[src/rtl/dsi_pixel_fifo.sv]
// dsi_pixel_fifo: buffers 48-bit double pixels from the framebuffer reader
// and streams them out one 24-bit pixel per cycle with line/frame tags.
//
// Ports:
//   clk_sys_i, rst_i          clock, async active-high reset
//   enable_i                  streaming enable
//   h_active_i, v_active_i    frame geometry (sampled in FLUSH)
//   frame_start_i             frame request from timing generator
//   pix_i, pix_wr_i           double-pixel write side
//   pix_almost_full_o         back-pressure to framebuffer
//   pix_next_frame_o          fetch-start pulse (FLUSH cycle)
//   pix_o, pix_valid_o,
//   pix_ready_i               pixel stream
//   pix_sof_o, pix_sol_o,
//   pix_eol_o                 framing tags, qualified by pix_valid_o
//   clear_flags_i             clears sticky flags
//   overflow_o, underrun_o    sticky error flags
module dsi_pixel_fifo #(
  parameter int g_depth_log2   = 6,
  parameter int g_af_threshold = 56
) (
  input  logic        clk_sys_i,
  input  logic        rst_i,
  input  logic        enable_i,
  input  logic [11:0] h_active_i,
  input  logic [11:0] v_active_i,
  input  logic        frame_start_i,
  input  logic [47:0] pix_i,
  input  logic        pix_wr_i,
  output logic        pix_almost_full_o,
  output logic        pix_next_frame_o,
  output logic [23:0] pix_o,
  output logic        pix_valid_o,
  input  logic        pix_ready_i,
  output logic        pix_sof_o,
  output logic        pix_sol_o,
  output logic        pix_eol_o,
  input  logic        clear_flags_i,
  output logic        overflow_o,
  output logic        underrun_o
);

  localparam int DEPTH = 1 << g_depth_log2;
  localparam int CW    = g_depth_log2 + 1;
  localparam logic [CW-1:0] FULL_LVL = CW'(DEPTH);
  localparam logic [CW-1:0] AF_LVL   = CW'(g_af_threshold);

  localparam logic [1:0] ST_IDLE   = 2'd0;
  localparam logic [1:0] ST_FLUSH  = 2'd1;
  localparam logic [1:0] ST_ACTIVE = 2'd2;

  logic [1:0]              state_q, state_d;
  logic [47:0]             mem [DEPTH];
  logic [g_depth_log2-1:0] wr_ptr_q, rd_ptr_q;
  logic [CW-1:0]           count_q;
  logic [47:0]             hold_q;
  logic                    hold_half_q;
  logic                    hold_vld_q;
  logic [11:0]             x_q, y_q;
  logic [11:0]             h_q, v_q;
  logic                    started_q;
  logic                    overflow_q, underrun_q;

  logic active, full, empty, hs;
  logic last_x, last_px;
  logic flush_all;
  logic wr_en, rd_en;
  logic ovf_set, und_set;

  assign active  = (state_q == ST_ACTIVE);
  assign full    = (count_q == FULL_LVL);
  assign empty   = (count_q == '0);
  assign hs      = pix_valid_o && pix_ready_i;
  assign last_x  = (x_q == h_q - 12'd1);
  assign last_px = last_x && (y_q == v_q - 12'd1);

  // flush_all marks entry into FLUSH or an enable drop, so the FIFO and
  // holding register are already empty during the FLUSH cycle itself.
  always_comb begin
    state_d   = state_q;
    flush_all = 1'b0;
    case (state_q)
      ST_IDLE: begin
        if (frame_start_i && enable_i) begin
          state_d   = ST_FLUSH;
          flush_all = 1'b1;
        end
      end
      ST_FLUSH: begin
        state_d = enable_i ? ST_ACTIVE : ST_IDLE;
      end
      ST_ACTIVE: begin
        if (!enable_i) begin
          state_d   = ST_IDLE;
          flush_all = 1'b1;
        end else if (frame_start_i) begin
          state_d   = ST_FLUSH;
          flush_all = 1'b1;
        end else if (hs && last_px) begin
          state_d = ST_IDLE;
        end
      end
      default: state_d = ST_IDLE;
    endcase
  end

  assign wr_en = pix_wr_i && !full &&
                 (state_q != ST_FLUSH) && !flush_all;
  // Reload when the holding register is empty or its lower half
  // leaves this cycle: keeps a bubble-free 1 pixel/cycle stream.
  assign rd_en = active && !empty && !flush_all &&
                 (!hold_vld_q || (hs && hold_half_q));

  assign ovf_set = pix_wr_i && full && (state_q != ST_FLUSH);
  assign und_set = active &&
                   ((pix_ready_i && !pix_valid_o && started_q) ||
                    (frame_start_i && enable_i));

  assign pix_almost_full_o = (count_q >= AF_LVL);
  assign pix_next_frame_o  = (state_q == ST_FLUSH);
  assign pix_valid_o       = active && hold_vld_q;
  assign pix_o = !pix_valid_o ? 24'd0 :
                 hold_half_q  ? hold_q[23:0] : hold_q[47:24];
  assign pix_sol_o  = pix_valid_o && (x_q == 12'd0);
  assign pix_eol_o  = pix_valid_o && last_x;
  assign pix_sof_o  = pix_sol_o && (y_q == 12'd0);
  assign overflow_o = overflow_q;
  assign underrun_o = underrun_q;

  always_ff @(posedge clk_sys_i) begin
    if (wr_en) mem[wr_ptr_q] <= pix_i;
  end

  always_ff @(posedge clk_sys_i or posedge rst_i) begin
    if (rst_i) begin
      state_q     <= ST_IDLE;
      wr_ptr_q    <= '0;
      rd_ptr_q    <= '0;
      count_q     <= '0;
      hold_q      <= '0;
      hold_half_q <= 1'b0;
      hold_vld_q  <= 1'b0;
      x_q         <= '0;
      y_q         <= '0;
      h_q         <= '0;
      v_q         <= '0;
      started_q   <= 1'b0;
      overflow_q  <= 1'b0;
      underrun_q  <= 1'b0;
    end else begin
      state_q <= state_d;

      if (flush_all) begin
        wr_ptr_q <= '0;
        rd_ptr_q <= '0;
        count_q  <= '0;
      end else begin
        if (wr_en) wr_ptr_q <= wr_ptr_q + 1'b1;
        if (rd_en) rd_ptr_q <= rd_ptr_q + 1'b1;
        count_q <= count_q
                 + {{g_depth_log2{1'b0}}, wr_en}
                 - {{g_depth_log2{1'b0}}, rd_en};
      end

      if (flush_all) begin
        hold_vld_q  <= 1'b0;
        hold_half_q <= 1'b0;
      end else if (rd_en) begin
        hold_q      <= mem[rd_ptr_q];
        hold_vld_q  <= 1'b1;
        hold_half_q <= 1'b0;
      end else if (hs) begin
        if (hold_half_q) hold_vld_q <= 1'b0;
        else hold_half_q <= 1'b1;
      end

      if (flush_all) begin
        x_q       <= '0;
        y_q       <= '0;
        started_q <= 1'b0;
      end else if (hs) begin
        started_q <= 1'b1;
        if (last_x) begin
          x_q <= '0;
          y_q <= y_q + 12'd1;
        end else begin
          x_q <= x_q + 12'd1;
        end
      end

      if (state_q == ST_FLUSH) begin
        h_q <= h_active_i;
        v_q <= v_active_i;
      end

      if (ovf_set)            overflow_q <= 1'b1;
      else if (clear_flags_i) overflow_q <= 1'b0;

      if (und_set)            underrun_q <= 1'b1;
      else if (clear_flags_i) underrun_q <= 1'b0;
    end
  end

endmodule

[config.mk]
export PLATFORM = sky130hd
export DESIGN_NAME = dsi_pixel_fifo
export DESIGN_NICKNAME = d
export VERILOG_FILES = /design/src/rtl/dsi_pixel_fifo.sv
export SDC_FILE = /design/constraint.sdc
export NUM_CORES = 2
export LEC_CHECK = 0
export ABC_CLOCK_PERIOD_IN_PS = 10960
export CORE_MARGIN = 8
export CORE_UTILIZATION = 61
export CTS_BUF_LIST = sky130_fd_sc_hd__clkbuf_8 sky130_fd_sc_hd__clkbuf_16
export CTS_CLUSTER_SIZE = 20
export DETAILED_ROUTE_END_ITERATION = 8
export PLACE_DENSITY = 0.77
export SLEW_MARGIN = 10
export SYNTH_ARGS = -nofsm -noshare
export SYNTH_HDL_FRONTEND = slang
export SYNTH_SLANG_ARGS = --single-unit
[constraint.sdc]
create_clock -name clk_sys_i -period 10.96 [get_ports clk_sys_i]
set_clock_uncertainty 0.1 [all_clocks]
set_input_delay 2.192 -clock clk_sys_i [delete_from_list [all_inputs] [get_ports clk_sys_i]]
set_output_delay 2.192 -clock clk_sys_i [all_outputs]
set_load 0.01 [all_outputs]
== Word level (Yosys, flattened, before mapping) ==
Memory sizes are Yosys's and may differ from the RTL's. A register that Yosys moved wholly into a read port is not among the register bits.
Index checks and enable logic that the tools add are counted.
Word-level totals
  output and inout bits: 32
  bits in writable memories: 3072
  bits of input ports: 79
  memories kept: 1
  register bits after elaboration: 74
  logic and storage cells: 111
Operators by class
  add/sub/neg operators: 8
  mux-type cells: 36
  order comparisons: 1
  bitwise operators: 1
  reduce and logical (&&, ||, !) cells: 43
  eq/ne operators: 8
Memory list
  mem: words 64, width 48, read ports 1, clocked after Yosys merged registers in 1, wr ports 1, RTL line 53  | logic [47:0] mem [DEPTH];
Operators by type and width (number)
  $mux W12: 6
  $mux W24: 2
  $add A12 B1 Y12 const B: 2
  $eq A12 B12 Y1: 2
  $logic_not A12 Y1: 2
  $mux W6: 4
  $sub A12 B1 Y12 const B: 2
  $logic_and A1 B1 Y1: 20
  $mux W1: 16
  $add A6 B1 Y6 const B: 2
  $reduce_bool A2 Y1: 6
  $mux W2: 5
  $reduce_and A2 Y1: 4
  $add A7 B1 Y7: 1
  $eq A7 B7 Y1 const B: 1
  $ge A7 B6 Y1 const B: 1
  $logic_not A7 Y1: 1
  $mux W7: 1
  $sub A7 B1 Y7: 1
  $pmux W2 S3: 1
  $reduce_bool A3 Y1: 2
  $logic_not A1 Y1: 5
  $ne A4 B3 Y1 const B: 1
  $eq A2 B1 Y1 const B: 1
  7 further kinds: 8

== Depth between registers and ports, before layout ==
  depth in word-level cells: 8
  gate-level depth with buffers: 19
  mapped depth without buffers: 17

== Worst setup path after synthesis ==
OpenSTA, ideal clock, no wires.
  kind: input-to-reg
  from: input pix_wr_i
  to: memory mem[51][0] (enable)
  data required time: 10.406 ns
  setup slack: 5.286 ns
  library setup time: 0.454 ns
  stages on the path: 6
  arrival time: 5.121 ns
  path buffers: 1
  path through: o211a_1 clkbuf_1 nand2_1 nor2_1 nand3_1 nor2_1
Between the ends
  cells in the longest elaborated chain, start to end: 5
RTL lines
  start, declared: RTL line 29  | input logic pix_wr_i,
  $logic_and A1 B1 Y1 (2 in series): RTL line 107  | assign wr_en = pix_wr_i && !full &&
  $logic_and A1 B1 Y1: RTL line 108  | (state_q != ST_FLUSH) && !flush_all;
  $mux W1: RTL line 131  | if (wr_en) mem[wr_ptr_q] <= pix_i;
  $mux W1 (not written as such): RTL line 131
  end, declared: RTL line 53
No other way between the ends.

== Worst setup path after layout ==
  from: register h_q[0]
  to: output pix_eol_o
Between the ends
  cells in the longest elaborated chain, start to end: 3
RTL lines
  start, declared: RTL line 60  | logic [11:0] h_q, v_q;
  start signal, assigned: RTL line 192  | h_q <= h_active_i;
  $sub A12 B1 Y12: RTL line 74  | assign last_x = (x_q == h_q - 12'd1);
  $eq A12 B12 Y1: RTL line 74
  $logic_and A1 B1 Y1: RTL line 125  | assign pix_eol_o = pix_valid_o && last_x;
  end, declared: RTL line 37  | output logic pix_eol_o,
No other way between the ends.

==> impl_metrics.env <==
export IMPL_dr_pass1_iters=8
export IMPL_holdPathStages=2
export IMPL_slew_viol_final=0
export IMPL_r2r_slack_ns=5.65
export IMPL_nNetsFinal=5791
export IMPL_drive_above_1_share_pct=28.00
export IMPL_vias=61350
export IMPL_final_antenna_net_count=0
export IMPL_num_io_pins=111
export IMPL_cts_tree="built"
export IMPL_numPortBuffers=110
export IMPL_clk_latency_ns=0.98
export IMPL_yosysSeqAreaShare_pct=77.18
export IMPL_start_kind="flop"
export IMPL_start_util_pct=61.22
export IMPL_dp_hpwl_um=177100
export IMPL_utilization_pct=68.52
export IMPL_wl_per_cell_um=38.66
export IMPL_place_gp_congestion=0.8931
export IMPL_cts_resized=0
export IMPL_hold_viol_final=0
export IMPL_ys_flop_type="edfxtp_1"
export IMPL_crit_path_max_incr_delay_ns=0.63
export IMPL_numCtsBuffers=318
export IMPL_clock_sinks=3194
export IMPL_grt_total_usage_pct=30.39
export IMPL_fin_tns_setup_ns=0
export IMPL_clock_path_buffers=4
export IMPL_hold_buffers=0
export IMPL_yosysUniqueCellTypes=74
export IMPL_final_cell_area_mm2=0.1382
export IMPL_cp_cell_sequence="inv_1, ha_1, or3b_1, or4_4, a222oi_1, o21ai_1, nor3_1, clkdlybuf4s50_1"
export IMPL_holdCritStartpoint="started_q"
export IMPL_synth_fp_nets=5501
export IMPL_fmax_mhz=143.0
export IMPL_die_w_um=465.9
export IMPL_cts_setup_buffers=0
export IMPL_crit_path_max_fanout=11
export IMPL_area_growth_pct=11.93
export IMPL_async_flop_share_pct=3.820
export IMPL_reg2regPathDepth=7
export IMPL_dp_cells=8042
export IMPL_grt_ovfl_total=0
export IMPL_critPathKind="flop to primary output"
export IMPL_syn_area_mm2=0.1235
export IMPL_root_buffer="clkbuf_16"
export IMPL_min_period_ns=6.993
export IMPL_synth_edf_count=3072
export IMPL_cap_violations=0
export IMPL_worstMarginPinSlew_ns=1.408
export IMPL_rsz0062_at_grt="no"
export IMPL_drt_wl_total_um=332400
export IMPL_power_density_mw_per_mm2=190.3
export IMPL_hold_path_class="flop to flop"
export IMPL_fin_hold_ws_ns=0.4131
export IMPL_fillers=11430
export IMPL_final_cells=8596
export IMPL_drc=0
export IMPL_grt_pass1_vias=61240
export IMPL_grt_pass1_wl_um=467100
export IMPL_status="finished clean"
export IMPL_via_per_inst=7.138
export IMPL_peakVddDrop_mv=0.1960
export IMPL_ys_ff_latch=3194
export IMPL_first_iter_violations=11360
export IMPL_critPathCaptureType="primary output"
export IMPL_dieArea_mm2=0.2171
export IMPL_setup_violations=0
export IMPL_total_leakage_power_nw=42.12
export IMPL_yosysWarningCount=0
export IMPL_syn_avg_cell_area_um2=22.87
export IMPL_antenna_found_initial=28
export IMPL_fin_crit_sh_pct=63.81
export IMPL_rr_startpoint="state_q[1]"
export IMPL_grt_max_degree=124
export IMPL_row_count=165
export IMPL_postSynthCellCount=5400
export IMPL_core_area_mm2=0.2017
export IMPL_r2r_end="mem[2][44]"
export IMPL_required_ns=8.67
export IMPL_dpl_instance_area_mm2=0.1283
export IMPL_die_y_um=465.9
export IMPL_path_clk_slew_ns=0.06
export IMPL_worstHoldEndpoint="started_q"
export IMPL_htree_levels=5
export IMPL_critPathArrivalTime_ns=4.70
export IMPL_max_slew_margin_pct=5.597
export IMPL_cp_slowest_cell="clkdlybuf4s50_1"
[worst max path at each step]
stage,end,from,cells after the start,slack (ns)
6_report,pix_eol_o,h_q[0],8,3.97
5_1_grt,pix_eol_o,h_q[0],8,3.79
4_1_cts,pix_eol_o,h_q[0],8,3.95
3_5_place_dp,mem[2][19],enable_i,8,3.69
3_3_place_gp,mem[2][24],enable_i,8,3.89
2_1_floorplan,mem[51][0],pix_wr_i,6,5.29
[registers in the layout, summed over array words and instances (netlist names)]
signal / count
h_q: 12
started_q: 1
hold_half_q: 1
v_q: 12
x_q: 12
rd_ptr_q: 6
hold_vld_q: 1
overflow_o: 1
state_q: 2
y_q: 12
wr_ptr_q: 6
mem: 3072
count_q: 7
hold_q: 48
underrun_o: 1
[per-stage QoR]
stage	total power [mW]	setup WS [ns]
floorplan	15.00	5.286
global placement	15.85	3.893
detailed placement	15.90	3.687
CTS	26.32	3.954
global route	26.85	3.790
finish	26.30	3.967
[placed cells by master (no fill, tap or decap), drive strengths merged, types with 60 or more instances in the layout]
cell / Yosys / layout
dfrtp: 122 / 122
clkbuf: 137 / 322
nand2: 102 / 102
nor2: 144 / 144
mux2i: 169 / 169
edfxtp: 3072 / 3072
clkdlybuf4s50: 0 / 65
inv: 30 / 98
buf: 168 / 210
o211ai: 60 / 60
clkinv: 0 / 119
mux4: 883 / 883
[per-layer routing]
metal	up-vias	share of wire (%)	track usage (%)
li1	23500	-	-
met1	32150	34	40.66
met2	4920	48	48.67
met3	776	13	7.631
met4	14	5.0	12.49
met5	-	0.028	0
[logic make-up after synthesis]
group	share of synthesized area [%]
AOI/OAI and AO/OA	1.631
xor gates and xnor gates	0.3405
adders and majority gates	0.2290
buffers and inverters	1.164
DFF	77.18
muxes	17.82
and+or+nand+nor	1.636
[layout make-up]
cell class	count	area, µm²	share of cell area [%]
Antenna cell	9	22.52	0.01629
Tap cell	2672	3343	2.419
Clock buffer	322	8058	5.830
Sequential cell	3194	95320	68.97
Timing Repair Buffer	275	2270	1.642
Multi-Input combinational cell	1871	27240	19.71
Clock inverter	223	1833	1.326
Inverter	30	123.9	0.08962
[synthesized netlist by cell type (all sizes together) (38+ instances only)]
master / n / area, µm²
edfxtp: 3072 / 92250
mux4: 883 / 19890
mux2i: 169 / 1692
buf: 168 / 799.5
nor2: 144 / 543.0
clkbuf: 137 / 525.5
dfrtp: 122 / 3053
nand2: 102 / 382.9
o211ai: 60 / 450.4
a21oi: 49 / 249.0
a211oi: 47 / 352.8
mux2: 38 / 427.9
[where the power goes]
part / internal, mW / total [mW] / leakage, nW / switching [mW]
clock network: 6.05 / 10.6 / 5.11 / 4.54
registers: 13.6 / 13.8 / 29.2 / 0.172
logic: 0.675 / 1.91 / 7.86 / 1.24
[worst max-delay path: cells and delay by family, from the launching register on]
kind | cells | cell delay [ns]
adders and majority gates | 1 | 0.31
AOI/OAI and AO/OA | 2 | 0.81
and+or+nand+nor | 3 | 1.49
buffers and inverters | 2 | 0.74
DFF | 1 | 0.45
Power figures use the tool's default switching activity.
